==> src/rtl/fb_pkg.sv <==
// Shared constants and types for the framebuffer scan-out arbiter.
// Timing values are the 640x480@60 defaults; modules take them as overridable parameters.
package fb_pkg;
  localparam int H_ACTIVE     = 640;
  localparam int H_TOTAL      = 800;
  localparam int H_SYNC_START = 656;
  localparam int H_SYNC_END   = 752;
  localparam int V_ACTIVE     = 480;
  localparam int V_TOTAL      = 525;
  localparam int V_SYNC_START = 490;
  localparam int V_SYNC_END   = 492;
  localparam int ADDR_W       = 19;
  localparam int FB_PIXELS    = H_ACTIVE * V_ACTIVE;

  localparam int RGB_W = 24;
  localparam int CX_W  = 10;
  localparam int CY_W  = 10;
  localparam int WX_W  = 10;
  localparam int WY_W  = 9;

  localparam logic [0:0] ST_IDLE  = 1'b0;
  localparam logic [0:0] ST_CLEAR = 1'b1;

  typedef logic [RGB_W-1:0] rgb_t;
endpackage

==> src/rtl/fb_scanout_arbiter_if.sv <==
// Rasterizer write channel plus single-port framebuffer bus.
// slave is the arbiter's view; master is the environment (rasterizer + RAM).
interface fb_scanout_arbiter_if
  import fb_pkg::*;
#(
  parameter int ADDR_W = fb_pkg::ADDR_W
);
  logic              wr_valid;
  logic              wr_ready;
  logic [WX_W-1:0]   wr_x;
  logic [WY_W-1:0]   wr_y;
  logic [RGB_W-1:0]  wr_rgb;
  logic [ADDR_W-1:0] mem_addr;
  logic              mem_re;
  logic              mem_we;
  logic [RGB_W-1:0]  mem_wdata;
  logic [RGB_W-1:0]  mem_rdata;

  modport slave (
    input  wr_valid, wr_x, wr_y, wr_rgb, mem_rdata,
    output wr_ready, mem_addr, mem_re, mem_we, mem_wdata
  );

  modport master (
    output wr_valid, wr_x, wr_y, wr_rgb, mem_rdata,
    input  wr_ready, mem_addr, mem_re, mem_we, mem_wdata
  );
endinterface

==> src/rtl/fb_scanout_arbiter_video_timing_gen.sv <==
// Raster position counters, raw sync/active flags and the running line base address,
// so the read path needs no multiplier.
module video_timing_gen
  import fb_pkg::*;
#(
  parameter int H_ACTIVE     = fb_pkg::H_ACTIVE,
  parameter int H_TOTAL      = fb_pkg::H_TOTAL,
  parameter int H_SYNC_START = fb_pkg::H_SYNC_START,
  parameter int H_SYNC_END   = fb_pkg::H_SYNC_END,
  parameter int V_ACTIVE     = fb_pkg::V_ACTIVE,
  parameter int V_TOTAL      = fb_pkg::V_TOTAL,
  parameter int V_SYNC_START = fb_pkg::V_SYNC_START,
  parameter int V_SYNC_END   = fb_pkg::V_SYNC_END,
  parameter int ADDR_W       = fb_pkg::ADDR_W
) (
  input  logic              pixclk,
  input  logic              rst_n,
  output logic [CX_W-1:0]   cx,
  output logic [CY_W-1:0]   cy,
  output logic [ADDR_W-1:0] line_base,
  output logic              active,
  output logic              hsync,
  output logic              vsync,
  output logic              frame_first
);
  localparam logic [CX_W-1:0]   HA      = CX_W'(H_ACTIVE);
  localparam logic [CX_W-1:0]   HT_LAST = CX_W'(H_TOTAL - 1);
  localparam logic [CX_W-1:0]   HSS     = CX_W'(H_SYNC_START);
  localparam logic [CX_W-1:0]   HSE     = CX_W'(H_SYNC_END);
  localparam logic [CY_W-1:0]   VA      = CY_W'(V_ACTIVE);
  localparam logic [CY_W-1:0]   VT_LAST = CY_W'(V_TOTAL - 1);
  localparam logic [CY_W-1:0]   VSS     = CY_W'(V_SYNC_START);
  localparam logic [CY_W-1:0]   VSE     = CY_W'(V_SYNC_END);
  localparam logic [ADDR_W-1:0] LINE_STEP = ADDR_W'(H_ACTIVE);

  always_ff @(posedge pixclk or negedge rst_n) begin
    if (!rst_n) begin
      cx        <= '0;
      cy        <= '0;
      line_base <= '0;
    end else if (cx == HT_LAST) begin
      cx <= '0;
      if (cy == VT_LAST) begin
        cy        <= '0;
        line_base <= '0;
      end else begin
        cy        <= cy + 1'b1;
        line_base <= line_base + LINE_STEP;
      end
    end else begin
      cx <= cx + 1'b1;
    end
  end

  assign active      = (cx < HA) && (cy < VA);
  assign hsync       = (cx >= HSS) && (cx < HSE);
  assign vsync       = (cy >= VSS) && (cy < VSE);
  assign frame_first = (cx == '0) && (cy == '0);
endmodule

==> src/rtl/fb_scanout_arbiter.sv <==
// Scan-out sequencer sharing one single-port framebuffer between the display reader
// and the rasterizer / background-clear engine, which only get blanking slots.
module fb_scanout_arbiter
  import fb_pkg::*;
#(
  parameter int H_ACTIVE     = fb_pkg::H_ACTIVE,
  parameter int H_TOTAL      = fb_pkg::H_TOTAL,
  parameter int H_SYNC_START = fb_pkg::H_SYNC_START,
  parameter int H_SYNC_END   = fb_pkg::H_SYNC_END,
  parameter int V_ACTIVE     = fb_pkg::V_ACTIVE,
  parameter int V_TOTAL      = fb_pkg::V_TOTAL,
  parameter int V_SYNC_START = fb_pkg::V_SYNC_START,
  parameter int V_SYNC_END   = fb_pkg::V_SYNC_END,
  parameter int ADDR_W       = fb_pkg::ADDR_W
) (
  input  logic                pixclk,
  input  logic                rst_n,
  fb_scanout_arbiter_if.slave bus,
  input  logic                clear_req,
  output logic                clear_busy,
  input  logic [RGB_W-1:0]    bg_rgb,
  input  logic                fb_enable,
  output logic [7:0]          red,
  output logic [7:0]          green,
  output logic [7:0]          blue,
  output logic                hsync,
  output logic                vsync,
  output logic                draw_area,
  output logic                frame_start
);
  localparam logic [ADDR_W-1:0] CLEAR_LAST = ADDR_W'(H_ACTIVE * V_ACTIVE - 1);
  localparam logic [ADDR_W-1:0] ROW_STRIDE = ADDR_W'(H_ACTIVE);
  localparam logic [WX_W-1:0]   WX_LIMIT   = WX_W'(H_ACTIVE);
  localparam logic [WY_W-1:0]   WY_LIMIT   = WY_W'(V_ACTIVE);

  logic [CX_W-1:0]   cx;
  logic [CY_W-1:0]   cy;
  logic [ADDR_W-1:0] line_base;
  logic              active, hs_raw, vs_raw, fs_raw;

  video_timing_gen #(
    .H_ACTIVE(H_ACTIVE), .H_TOTAL(H_TOTAL),
    .H_SYNC_START(H_SYNC_START), .H_SYNC_END(H_SYNC_END),
    .V_ACTIVE(V_ACTIVE), .V_TOTAL(V_TOTAL),
    .V_SYNC_START(V_SYNC_START), .V_SYNC_END(V_SYNC_END),
    .ADDR_W(ADDR_W)
  ) u_timing (
    .pixclk(pixclk), .rst_n(rst_n), .cx(cx), .cy(cy), .line_base(line_base),
    .active(active), .hsync(hs_raw), .vsync(vs_raw), .frame_first(fs_raw)
  );

  function automatic rgb_t pixel_colour(input logic vld, input logic use_fb,
                                        input rgb_t fb_px, input rgb_t bg);
    if (!vld) return '0;
    return use_fb ? fb_px : bg;
  endfunction

  logic [0:0]        state;
  logic [ADDR_W-1:0] caddr;
  logic              free_slot, clearing, wr_accept, wr_in_range;
  logic [ADDR_W-1:0] wr_addr, read_addr;

  assign free_slot   = !active;
  assign clearing    = (state == ST_CLEAR);
  assign clear_busy  = clearing;
  assign bus.wr_ready = !clearing && free_slot;
  assign wr_accept   = bus.wr_valid && bus.wr_ready;
  assign wr_in_range = (bus.wr_x < WX_LIMIT) && (bus.wr_y < WY_LIMIT);
  assign wr_addr     = ADDR_W'(bus.wr_y) * ROW_STRIDE + ADDR_W'(bus.wr_x);
  assign read_addr   = line_base + ADDR_W'(cx);

  // Counters sit on a read slot while in reset, so the strobe is masked until release.
  always_comb begin
    bus.mem_re    = rst_n && active;
    bus.mem_we    = 1'b0;
    bus.mem_addr  = read_addr;
    bus.mem_wdata = '0;
    if (clearing && free_slot) begin
      bus.mem_we    = 1'b1;
      bus.mem_addr  = caddr;
      bus.mem_wdata = bg_rgb;
    end else if (wr_accept && wr_in_range) begin
      bus.mem_we    = 1'b1;
      bus.mem_addr  = wr_addr;
      bus.mem_wdata = bus.wr_rgb;
    end
  end

  always_ff @(posedge pixclk or negedge rst_n) begin
    if (!rst_n) begin
      state <= ST_IDLE;
      caddr <= '0;
    end else begin
      case (state)
        ST_IDLE: begin
          if (clear_req) begin
            state <= ST_CLEAR;
            caddr <= '0;
          end
        end
        default: begin
          if (free_slot) begin
            if (caddr == CLEAR_LAST) state <= ST_IDLE;
            caddr <= caddr + 1'b1;
          end
        end
      endcase
    end
  end

  logic vld_p1, hs_p1, vs_p1, fs_p1;
  logic vld_p2, hs_p2, vs_p2, fs_p2;
  rgb_t rgb_p2;

  always_ff @(posedge pixclk or negedge rst_n) begin
    if (!rst_n) begin
      vld_p1 <= 1'b0; hs_p1 <= 1'b0; vs_p1 <= 1'b0; fs_p1 <= 1'b0;
      vld_p2 <= 1'b0; hs_p2 <= 1'b0; vs_p2 <= 1'b0; fs_p2 <= 1'b0;
      rgb_p2 <= '0;
    end else begin
      // p1: flags of the pixel whose read was issued this cycle
      vld_p1 <= active;
      hs_p1  <= hs_raw;
      vs_p1  <= vs_raw;
      fs_p1  <= fs_raw;
      // p2: read data has arrived; choose the final colour
      vld_p2 <= vld_p1;
      hs_p2  <= hs_p1;
      vs_p2  <= vs_p1;
      fs_p2  <= fs_p1;
      rgb_p2 <= pixel_colour(vld_p1, fb_enable, bus.mem_rdata, bg_rgb);
    end
  end

  assign red         = rgb_p2[23:16];
  assign green       = rgb_p2[15:8];
  assign blue        = rgb_p2[7:0];
  assign hsync       = hs_p2;
  assign vsync       = vs_p2;
  assign draw_area   = vld_p2;
  assign frame_start = fs_p2;
endmodule

==> src/flat_wrapper.sv <==
// flat-port wrapper written by rule: the top's interface ports become plain ports
module fb_scanout_arbiter_flat import fb_pkg::*;
#(
  parameter int H_ACTIVE     = fb_pkg::H_ACTIVE,
  parameter int H_TOTAL      = fb_pkg::H_TOTAL,
  parameter int H_SYNC_START = fb_pkg::H_SYNC_START,
  parameter int H_SYNC_END   = fb_pkg::H_SYNC_END,
  parameter int V_ACTIVE     = fb_pkg::V_ACTIVE,
  parameter int V_TOTAL      = fb_pkg::V_TOTAL,
  parameter int V_SYNC_START = fb_pkg::V_SYNC_START,
  parameter int V_SYNC_END   = fb_pkg::V_SYNC_END,
  parameter int ADDR_W       = fb_pkg::ADDR_W
)
  (pixclk, rst_n, clear_req, clear_busy, bg_rgb, fb_enable, red, green, blue, hsync, vsync, draw_area, frame_start, bus_wr_valid, bus_wr_x, bus_wr_y, bus_wr_rgb, bus_mem_rdata, bus_wr_ready, bus_mem_addr, bus_mem_re, bus_mem_we, bus_mem_wdata);
  fb_scanout_arbiter_if #(.ADDR_W(ADDR_W)) bus_i ();
  input  logic pixclk;
  input  logic rst_n;
  input  logic clear_req;
  output logic clear_busy;
  input  logic [RGB_W-1:0] bg_rgb;
  input  logic fb_enable;
  output logic [7:0] red;
  output logic [7:0] green;
  output logic [7:0] blue;
  output logic hsync;
  output logic vsync;
  output logic draw_area;
  output logic frame_start;
  input wire logic [$bits(bus_i.wr_valid)-1:0] bus_wr_valid;
  input wire logic [$bits(bus_i.wr_x)-1:0] bus_wr_x;
  input wire logic [$bits(bus_i.wr_y)-1:0] bus_wr_y;
  input wire logic [$bits(bus_i.wr_rgb)-1:0] bus_wr_rgb;
  input wire logic [$bits(bus_i.mem_rdata)-1:0] bus_mem_rdata;
  output wire logic [$bits(bus_i.wr_ready)-1:0] bus_wr_ready;
  output wire logic [$bits(bus_i.mem_addr)-1:0] bus_mem_addr;
  output wire logic [$bits(bus_i.mem_re)-1:0] bus_mem_re;
  output wire logic [$bits(bus_i.mem_we)-1:0] bus_mem_we;
  output wire logic [$bits(bus_i.mem_wdata)-1:0] bus_mem_wdata;
  assign bus_i.wr_valid = bus_wr_valid;
  assign bus_i.wr_x = bus_wr_x;
  assign bus_i.wr_y = bus_wr_y;
  assign bus_i.wr_rgb = bus_wr_rgb;
  assign bus_i.mem_rdata = bus_mem_rdata;
  assign bus_wr_ready = bus_i.wr_ready;
  assign bus_mem_addr = bus_i.mem_addr;
  assign bus_mem_re = bus_i.mem_re;
  assign bus_mem_we = bus_i.mem_we;
  assign bus_mem_wdata = bus_i.mem_wdata;
  fb_scanout_arbiter #(.H_ACTIVE(H_ACTIVE), .H_TOTAL(H_TOTAL), .H_SYNC_START(H_SYNC_START), .H_SYNC_END(H_SYNC_END), .V_ACTIVE(V_ACTIVE), .V_TOTAL(V_TOTAL), .V_SYNC_START(V_SYNC_START), .V_SYNC_END(V_SYNC_END), .ADDR_W(ADDR_W)) u_core (.pixclk(pixclk), .rst_n(rst_n), .bus(bus_i), .clear_req(clear_req), .clear_busy(clear_busy), .bg_rgb(bg_rgb), .fb_enable(fb_enable), .red(red), .green(green), .blue(blue), .hsync(hsync), .vsync(vsync), .draw_area(draw_area), .frame_start(frame_start));
endmodule
==> config.mk <==
export PLATFORM = sky130hd
export DESIGN_NAME = fb_scanout_arbiter_flat
export DESIGN_NICKNAME = d
export VERILOG_FILES = /design/src/rtl/fb_pkg.sv /design/src/rtl/fb_scanout_arbiter_if.sv /design/src/rtl/fb_scanout_arbiter_video_timing_gen.sv /design/src/rtl/fb_scanout_arbiter.sv /design/src/flat_wrapper.sv
export SDC_FILE = /design/constraint.sdc
export NUM_CORES = 1
export LEC_CHECK = 0
export ABC_AREA = 1
export CAP_MARGIN = 15
export CORE_ASPECT_RATIO = 2
export CORE_UTILIZATION = 54
export CTS_CLUSTER_SIZE = 12
export DETAILED_ROUTE_END_ITERATION = 8
export GPL_ROUTABILITY_DRIVEN = 1
export PLACE_DENSITY = 0.88
export SYNTH_ARGS = -nofsm -noshare
export SYNTH_HDL_FRONTEND = slang
export SYNTH_HIERARCHICAL = 1
export SYNTH_SLANG_ARGS = --single-unit
==> constraint.sdc <==
create_clock -name pixclk -period 4.6 [get_ports pixclk]
set_clock_uncertainty 0.2 [all_clocks]
set_input_delay 0.69 -clock pixclk [delete_from_list [all_inputs] [get_ports pixclk]]
set_output_delay 0.69 -clock pixclk [all_outputs]
set_load 0.02 [all_outputs]
==> results.sh, run 1 <==
export IMPL_status="finished clean"
export IMPL_detail_route_wirelength_um=19500
export IMPL_synth_async_sr_flop_share_pct=100
export IMPL_number_of_buffers_added_by_the_clock_tree_synthesis_step=9
export IMPL_setup_viol=0
export IMPL_timing_final_hold_violations=0
export IMPL_area_delta_synth_final_pct=34.3
export IMPL_cp_startpoint_kind="primary input"
export IMPL_synth_cells=916
export IMPL_gp_congestion=0.950
export IMPL_core_rowCount=55
export IMPL_worst_slew_pin_slew_ps=896
export IMPL_post_route_period_util_pct=95.4
export IMPL_fin_util_pct=74.9
export IMPL_peakVddDrop_v=0.000220
export IMPL_grt_total_usage_pct=33.2
export IMPL_layout_common_cells="sky130_fd_sc_hd__nand2_1 (213), sky130_fd_sc_hd__clkdlybuf4s50_1 (163), sky130_fd_sc_hd__inv_1 (129)"
export IMPL_worstPathBufferInverterCount=3
export IMPL_relSlewSlack_pct=40.3
export IMPL_finalCriticalPeriod_ps=4390
export IMPL_total_power_mw=1.99
export IMPL_dominant_register_cell_in_the_synthesized_netlist="sky130_fd_sc_hd__dfrtp_1"
export IMPL_route_detailed_drc=0
export IMPL_netlist_cell_type_count=49
export IMPL_first_pass_grt_wire_length_um=31600
export IMPL_post_synthesis_instance_area_sq_um=6370
export IMPL_holdWs_ps=146
export IMPL_count_of_warnings_emitted_by_yosys=6
export IMPL_reg2regPathDepth=11
export IMPL_sequential_cell_area_sq_um=2100
export IMPL_drt_first_iter_violations=614
export IMPL_max_cap_viol_count=0
export IMPL_critical_path_slowest_cell="sky130_fd_sc_hd__fa_2"
export IMPL_seq_area_frac_synth_pct=33.0
export IMPL_unrepaired_setup_endpoints_after_global_routing="no"
export IMPL_grt_pass1_vias=6828
export IMPL_ant_nets=0
export IMPL_fmaxAchievable_mhz=228
export IMPL_cpPeakStageDelay_ps=570
export IMPL_clock_insertion_delay_worst_skew_ps=340
export IMPL_cts_clk_slew_worst_paths_ps=60
export IMPL_drt_vias_per_instance=5.61
export IMPL_critical_path_top_delay_family="adder cells"
export IMPL_cp_cell_sequence="clkdlybuf4s50_1, ha_1, ha_1, fa_2, nand2_1, inv_1, nand3_2, nor2_4, nand3_1, nand2_1, nand3_1, nand2_1, nand2_1, nand2_1, dlygate4sd2_1"
export IMPL_number_of_fill_cells=861
export IMPL_buffer_cell_driving_the_clock_tree_root="sky130_fd_sc_hd__clkbuf_16"
export IMPL_dpl_hpwl_um=14700
export IMPL_syn_mean_instance_area_sq_um=6.96
export IMPL_multi_input_comb_area_sq_um=3580
export IMPL_vias_after_detailed_routing=6888
export IMPL_cts_tree="yes"
export IMPL_grt_max_degree=72
export IMPL_worst_ep_arrival_time_ps=3500
export IMPL_critical_path_cell_count=15
export IMPL_fp_dieH_um=156
export IMPL_floorplan_io_pins=171
export IMPL_worstSetupEndpointType="primary output"
export IMPL_core_region_area_sq_um=11400
export IMPL_htree_num_levels=3
export IMPL_setup_worst_path_class="in -> out"
export IMPL_power_static_leakage_nw=4.24
export IMPL_worstHoldPathType="reg -> reg"
export IMPL_route_detailed_wl_per_inst_um=15.9
export IMPL_power_density_nw_per_um2=232
export IMPL_post_cts_buffers=0
export IMPL_insertedDiodeCount=0
export IMPL_number_of_enable_flip_flop_cells_after_synthesis=0
export IMPL_num_nets_final=1214
export IMPL_layout_drive_gt1_share_pct=6.63
export IMPL_die_area_sq_um=12300
export IMPL_maxSlewViolCount=0
export IMPL_total_negative_setup_slack_ps=0
export IMPL_dieWidth_um=78.8
export IMPL_required_ps=3710
export IMPL_final_common_cell="sky130_fd_sc_hd__nand2_1"
export IMPL_cts_num_sinks=84
export IMPL_ys_ff_latch=84
export IMPL_drt_first_pass_iters=5
export IMPL_overflow=0
export IMPL_cts_max_path_buffers=2
export IMPL_numPortBuffers=170
export IMPL_timing_critical_path_mode_cell="sky130_fd_sc_hd__nand2_1"
export IMPL_initial_utilization_pct=55.8
export IMPL_antenna_found_initial=0
export IMPL_cp_max_fo=3
export IMPL_hold_path_depth=0
==> final cells by class <==
type / count / area share [%]
well taps: 142 / 2.08
multi-input cells: 666 / 41.9
repair buffers: 181 / 21.2
clock inverters: 5 / 1.46
inverters: 140 / 6.16
clock buffers: 10 / 2.68
flip-flops and latches: 84 / 24.6
==> cell usage after synthesis (5+ instances only) <==
master / n / share of area [%]
sky130_fd_sc_hd__a21oi_1: 63 / 4.9
sky130_fd_sc_hd__buf_2: 7 / 0.55
sky130_fd_sc_hd__buf_4: 8 / 0.94
sky130_fd_sc_hd__clkbuf_1: 13 / 0.77
sky130_fd_sc_hd__dfrtp_1: 84 / 33
sky130_fd_sc_hd__ha_1: 33 / 6.5
sky130_fd_sc_hd__inv_1: 129 / 7.6
sky130_fd_sc_hd__inv_2: 9 / 0.53
sky130_fd_sc_hd__nand2_1: 213 / 13
sky130_fd_sc_hd__nand2_2: 9 / 0.88
sky130_fd_sc_hd__nand3_1: 73 / 5.7
sky130_fd_sc_hd__nand4_1: 15 / 1.5
sky130_fd_sc_hd__nor2_1: 71 / 4.2
sky130_fd_sc_hd__nor2_4: 5 / 0.88
sky130_fd_sc_hd__nor3_1: 21 / 1.6
sky130_fd_sc_hd__o211ai_1: 5 / 0.59
sky130_fd_sc_hd__o21ai_0: 74 / 5.8
sky130_fd_sc_hd__o21ai_1: 12 / 0.94
sky130_fd_sc_hd__o22ai_1: 6 / 0.59
sky130_fd_sc_hd__xnor2_1: 6 / 0.82
sky130_fd_sc_hd__xor2_1: 9 / 1.2
==> layer usage <==
layer / share of wire (%) / wire (um) / GRT usage, %
met1: 35 / 6870 / 34.0
met2: 52 / 10200 / 60.2
met3: 6.7 / 1310 / 6.55
met4: 6.0 / 1170 / 21.1
met5: 0 / 0 / 0
==> timing repair <==
action / CTS / global route
endpoints found under the hold margin: 7 / 0
endpoints found under the setup margin: 4 / 4
resized for setup: 3 / 4
hold buffers: 1 / 0
pin swaps: 0 / 0
==> registers in the layout, indices dropped and copies added, names as in the netlist, 10 cells and up <==
signal / count
u_core/u_timing/cx: 10
u_core/rgb_p2: 24
u_core/u_timing/line_base: 12
u_core/caddr: 19
u_core/u_timing/cy: 10
==> where the power goes <==
part           switching, mW  leakage [nW]  internal (mW)
Clock                  0.284         0.173          0.582
Combinational          0.190          3.04          0.173
Sequential           0.00464          1.03          0.755
==> stage by stage <==
stage / instance area (sq um) / worst slack (ps) / cells
detailed placement: 8160 / -40.2 / 1211
global route: 8560 / 43.1 / 1228
CTS: 8520 / 23.4 / 1227
finish: 8560 / 210 / 1228
floorplan: 6390 / 1050 / 922
global placement: 8160 / 10.4 / 1211
==> worst reg2reg max path: stages, from the launching register on <==
cell                      delay, ps
sky130_fd_sc_hd__dfrtp_1        420
sky130_fd_sc_hd__nand2_1        110
sky130_fd_sc_hd__nor2_1         240
sky130_fd_sc_hd__nor2_1         210
sky130_fd_sc_hd__nor2_4         430
sky130_fd_sc_hd__inv_2           80
sky130_fd_sc_hd__buf_4          300
sky130_fd_sc_hd__nand2_1        440
sky130_fd_sc_hd__inv_2          110
sky130_fd_sc_hd__nor3_1         310
sky130_fd_sc_hd__a21oi_1        130
sky130_fd_sc_hd__o21a_1         120
==> kinds of logic after synthesis <==
kind of cell | after synthesis | synth area share [%]
other | 1 | 0.0589
xor gates and xnor gates | 16 | 2.32
and+or+nand+nor | 431 | 31.1
adders and majority gates | 36 | 7.42
AOI/OAI and AO/OA | 176 | 14.9
buffers and inverters | 172 | 11.1
DFF | 84 | 33.0
==> worst paths after layout <==
check                                             end                   from  slack (ps)
worst max-delay path                 bus_mem_addr[16]            bus_wr_y[1]         210
worst min-delay path                     u_core/vsync           u_core/vs_p1         150
worst max register to register        u_core/caddr[7]  u_core/u_timing/cy[7]        1410
worst min register to register           u_core/vsync           u_core/vs_p1         150
max in group asynchronous       u_core/u_timing/cy[0]                  rst_n        2510
min in group asynchronous           u_core/rgb_p2[16]                  rst_n         540
Power figures use the tool's default switching activity.
==> inputs of run 2 (changes only) <==
--- a/config.mk
+++ b/config.mk
@@ -6,13 +6,15 @@
 export NUM_CORES = 1
 export LEC_CHECK = 0
 export ABC_AREA = 1
-export CAP_MARGIN = 15
+export CAP_MARGIN = 5
 export CORE_ASPECT_RATIO = 2
+export CORE_MARGIN = 3
 export CORE_UTILIZATION = 54
 export CTS_CLUSTER_SIZE = 12
 export DETAILED_ROUTE_END_ITERATION = 8
 export GPL_ROUTABILITY_DRIVEN = 1
 export PLACE_DENSITY = 0.88
+export REMOVE_ABC_BUFFERS = 1
 export SYNTH_ARGS = -nofsm -noshare
 export SYNTH_HDL_FRONTEND = slang
 export SYNTH_HIERARCHICAL = 1
==> run 2 against run 1 <==
Sequential share of layout area is 0.25 points higher. Maximum frequency is 0.42% lower. Non-clock buffer count stayed put. Setup slack worse by 18 ps.
==> results.sh, run 2 (synthesized netlist as in run 1, its figures left out) <==
export IMPL_status="finished clean"
export IMPL_cts_tree="yes"
export IMPL_worst_slew_pin_slew_ps=1200
export IMPL_grt_busiest_layer="met2"
export IMPL_cpPeakStageDelay_ps=650
export IMPL_grt_total_usage_pct=29.6
export IMPL_dieWidth_um=82.8
export IMPL_post_cts_buffers=0
export IMPL_insertedDiodeCount=0
export IMPL_power_static_leakage_nw=4.20
export IMPL_drt_first_iter_violations=525
export IMPL_fp_dieH_um=160
export IMPL_cp_max_fo=32
export IMPL_drt_first_pass_iters=5
export IMPL_area_delta_synth_final_pct=33.0
export IMPL_setup_viol=0
export IMPL_drt_vias_per_instance=5.56
export IMPL_grt_pass1_vias=6800
export IMPL_cp_cell_sequence="nand2_1, nand3_1, nor2_1, nor2_4, inv_2, nand2_2, a21oi_1, o21ai_0, o211ai_1, clkdlybuf4s50_1"
export IMPL_setup_worst_path_class="reg -> out"
export IMPL_grtUsageMet2_pct=57.4
export IMPL_relSlewSlack_pct=20.0
export IMPL_num_nets_final=1214
export IMPL_detail_route_wirelength_um=19500
export IMPL_placed_cells=1213
export IMPL_core_rowCount=55
export IMPL_core_region_area_sq_um=11400
export IMPL_worstHoldPathType="in -> async"
export IMPL_worstSetupEndpointType="primary output"
export IMPL_cts_clk_slew_worst_paths_ps=60
export IMPL_gp_congestion=0.965
export IMPL_antenna_found_initial=0
export IMPL_max_cap_viol_count=0
export IMPL_layout_drive_gt1_share_pct=6.81
export IMPL_post_route_period_util_pct=95.8
export IMPL_route_detailed_drc=0
export IMPL_finalCriticalPeriod_ps=4410
export IMPL_route_detailed_wl_per_inst_um=15.9
export IMPL_critical_path_slowest_cell="sky130_fd_sc_hd__clkdlybuf4s50_1"
export IMPL_grt_max_degree=49
export IMPL_fin_util_pct=74.2
export IMPL_largest_register="u_core/rgb_p2"
export IMPL_worst_ep_arrival_time_ps=3520
export IMPL_buffer_cell_driving_the_clock_tree_root="sky130_fd_sc_hd__clkbuf_16"
export IMPL_numPortBuffers=170
export IMPL_reg2regPathDepth=10
export IMPL_layout_top_registers="u_core/rgb_p2 (24), u_core/caddr (19), u_core/u_timing/line_base (12)"
export IMPL_grt_util_met3_pct=5.37
export IMPL_dpl_hpwl_um=15300
export IMPL_unrepaired_setup_endpoints_after_global_routing="no"
export IMPL_floorplan_io_pins=171
export IMPL_maxSlewViolCount=0
export IMPL_ant_nets=0
export IMPL_required_ps=3710
export IMPL_groute_layer_met1_usage_pct=30.1
export IMPL_cp_startpoint_kind="flip-flop"
export IMPL_layout_common_cells="sky130_fd_sc_hd__nand2_1 (213), sky130_fd_sc_hd__clkdlybuf4s50_1 (163), sky130_fd_sc_hd__inv_1 (129)"
export IMPL_instances_no_fill=1229
export IMPL_total_power_mw=1.83
export IMPL_die_area_sq_um=13200
export IMPL_initial_utilization_pct=55.8
export IMPL_htree_num_levels=3
export IMPL_fmaxAchievable_mhz=227
export IMPL_overflow=0
export IMPL_number_of_buffers_added_by_the_clock_tree_synthesis_step=9
export IMPL_number_of_fill_cells=923
export IMPL_power_density_nw_per_um2=216
export IMPL_first_pass_grt_wire_length_um=32000
export IMPL_peakVddDrop_v=0.000191
export IMPL_vias_after_detailed_routing=6832
export IMPL_cts_num_sinks=84
export IMPL_largest_reg_flops=24
export IMPL_final_common_cell="sky130_fd_sc_hd__nand2_1"
export IMPL_clock_insertion_delay_worst_skew_ps=340
export IMPL_timing_final_hold_violations=0
export IMPL_cts_max_path_buffers=2
## run 2: cell types whose count changed in the layout (fill, tap and decap cells not counted), sizes merged
cell	previous run	this run
clkbuf	10	9
clkinvlp	0	3
bufinv	4	1
buf	11	12
clkinv	3	5
dlygate4sd3	1	0
## run 2: through the flow
stage / setup WS (ps) / TNS (ps) / hold slack (ps) / area [sq um]
2_1_floorplan: 1040 / 0 / 131 / 6210
3_3_place_gp: 52.4 / 0 / 133 / 8170
3_5_place_dp: -32.2 / -46.1 / 138 / 8170
4_1_cts: 33.0 / 0 / 151 / 8460
5_1_grt: 54.0 / 0 / 166 / 8470
6_report: 192 / 0 / 136 / 8470
## run 2: critical path: cells and delay by family (launching register included)
| kind | cells | cell delay (ps) |
|---|---|---|
| flip-flops | 1 | 470 |
| AND/OR/NAND/NOR | 5 | 1090 |
| AO/OA/AOI/OAI | 3 | 510 |
| buffers and inverters | 2 | 1090 |
## run 2: worst paths after layout
path,start,end,slack [ps]
setup reg to reg,u_core/u_timing/cx[8],u_core/caddr[7],1590
setup / recovery,u_core/u_timing/cx[8],bus_mem_addr[6],190
max in group asynchronous,rst_n,u_core/fs_p1,3090
min in group pixclk,u_core/fs_p1,u_core/frame_start,150
hold / removal,rst_n,u_core/u_timing/line_base[16],140
hold reg to reg,u_core/fs_p1,u_core/frame_start,150
## run 2: final cells by class
| type | instances | area (sq um) | share of cell area, % |
|---|---|---|---|
| multi-input combinational | 666 | 3580 | 42.3 |
| sequential | 84 | 2100 | 24.8 |
| timing repair buffer | 181 | 1790 | 21.1 |
| inverter | 140 | 527 | 6.22 |
| clock buffer | 9 | 225 | 2.66 |
| tap | 142 | 178 | 2.10 |
| clock inverter | 7 | 67.6 | 0.798 |
## run 2: routing by layer
layer,up-vias,part of all wire (%),wire (um)
met4,0,4.3,842
li1,3317,-,-
met2,288,55,10800
met3,66,6.0,1170
met5,-,0,0
met1,3161,34,6710
## run 2: where the power goes
| part | total [mW] | internal [mW] | switching (mW) | leakage, nW |
|---|---|---|---|---|
| logic | 0.357 | 0.170 | 0.188 | 3.03 |
| clock network | 0.716 | 0.417 | 0.299 | 0.137 |
| registers | 0.759 | 0.755 | 0.00426 | 1.03 |
| total | 1.83 | 1.34 | 0.491 | 4.20 |
## run 2: timing repair
item                                    in CTS  in global routing
endpoints found under the setup margin       2                  4
resized for setup                            2                  4
endpoints found under the hold margin        0                  0
hold buffers                                 0                  0
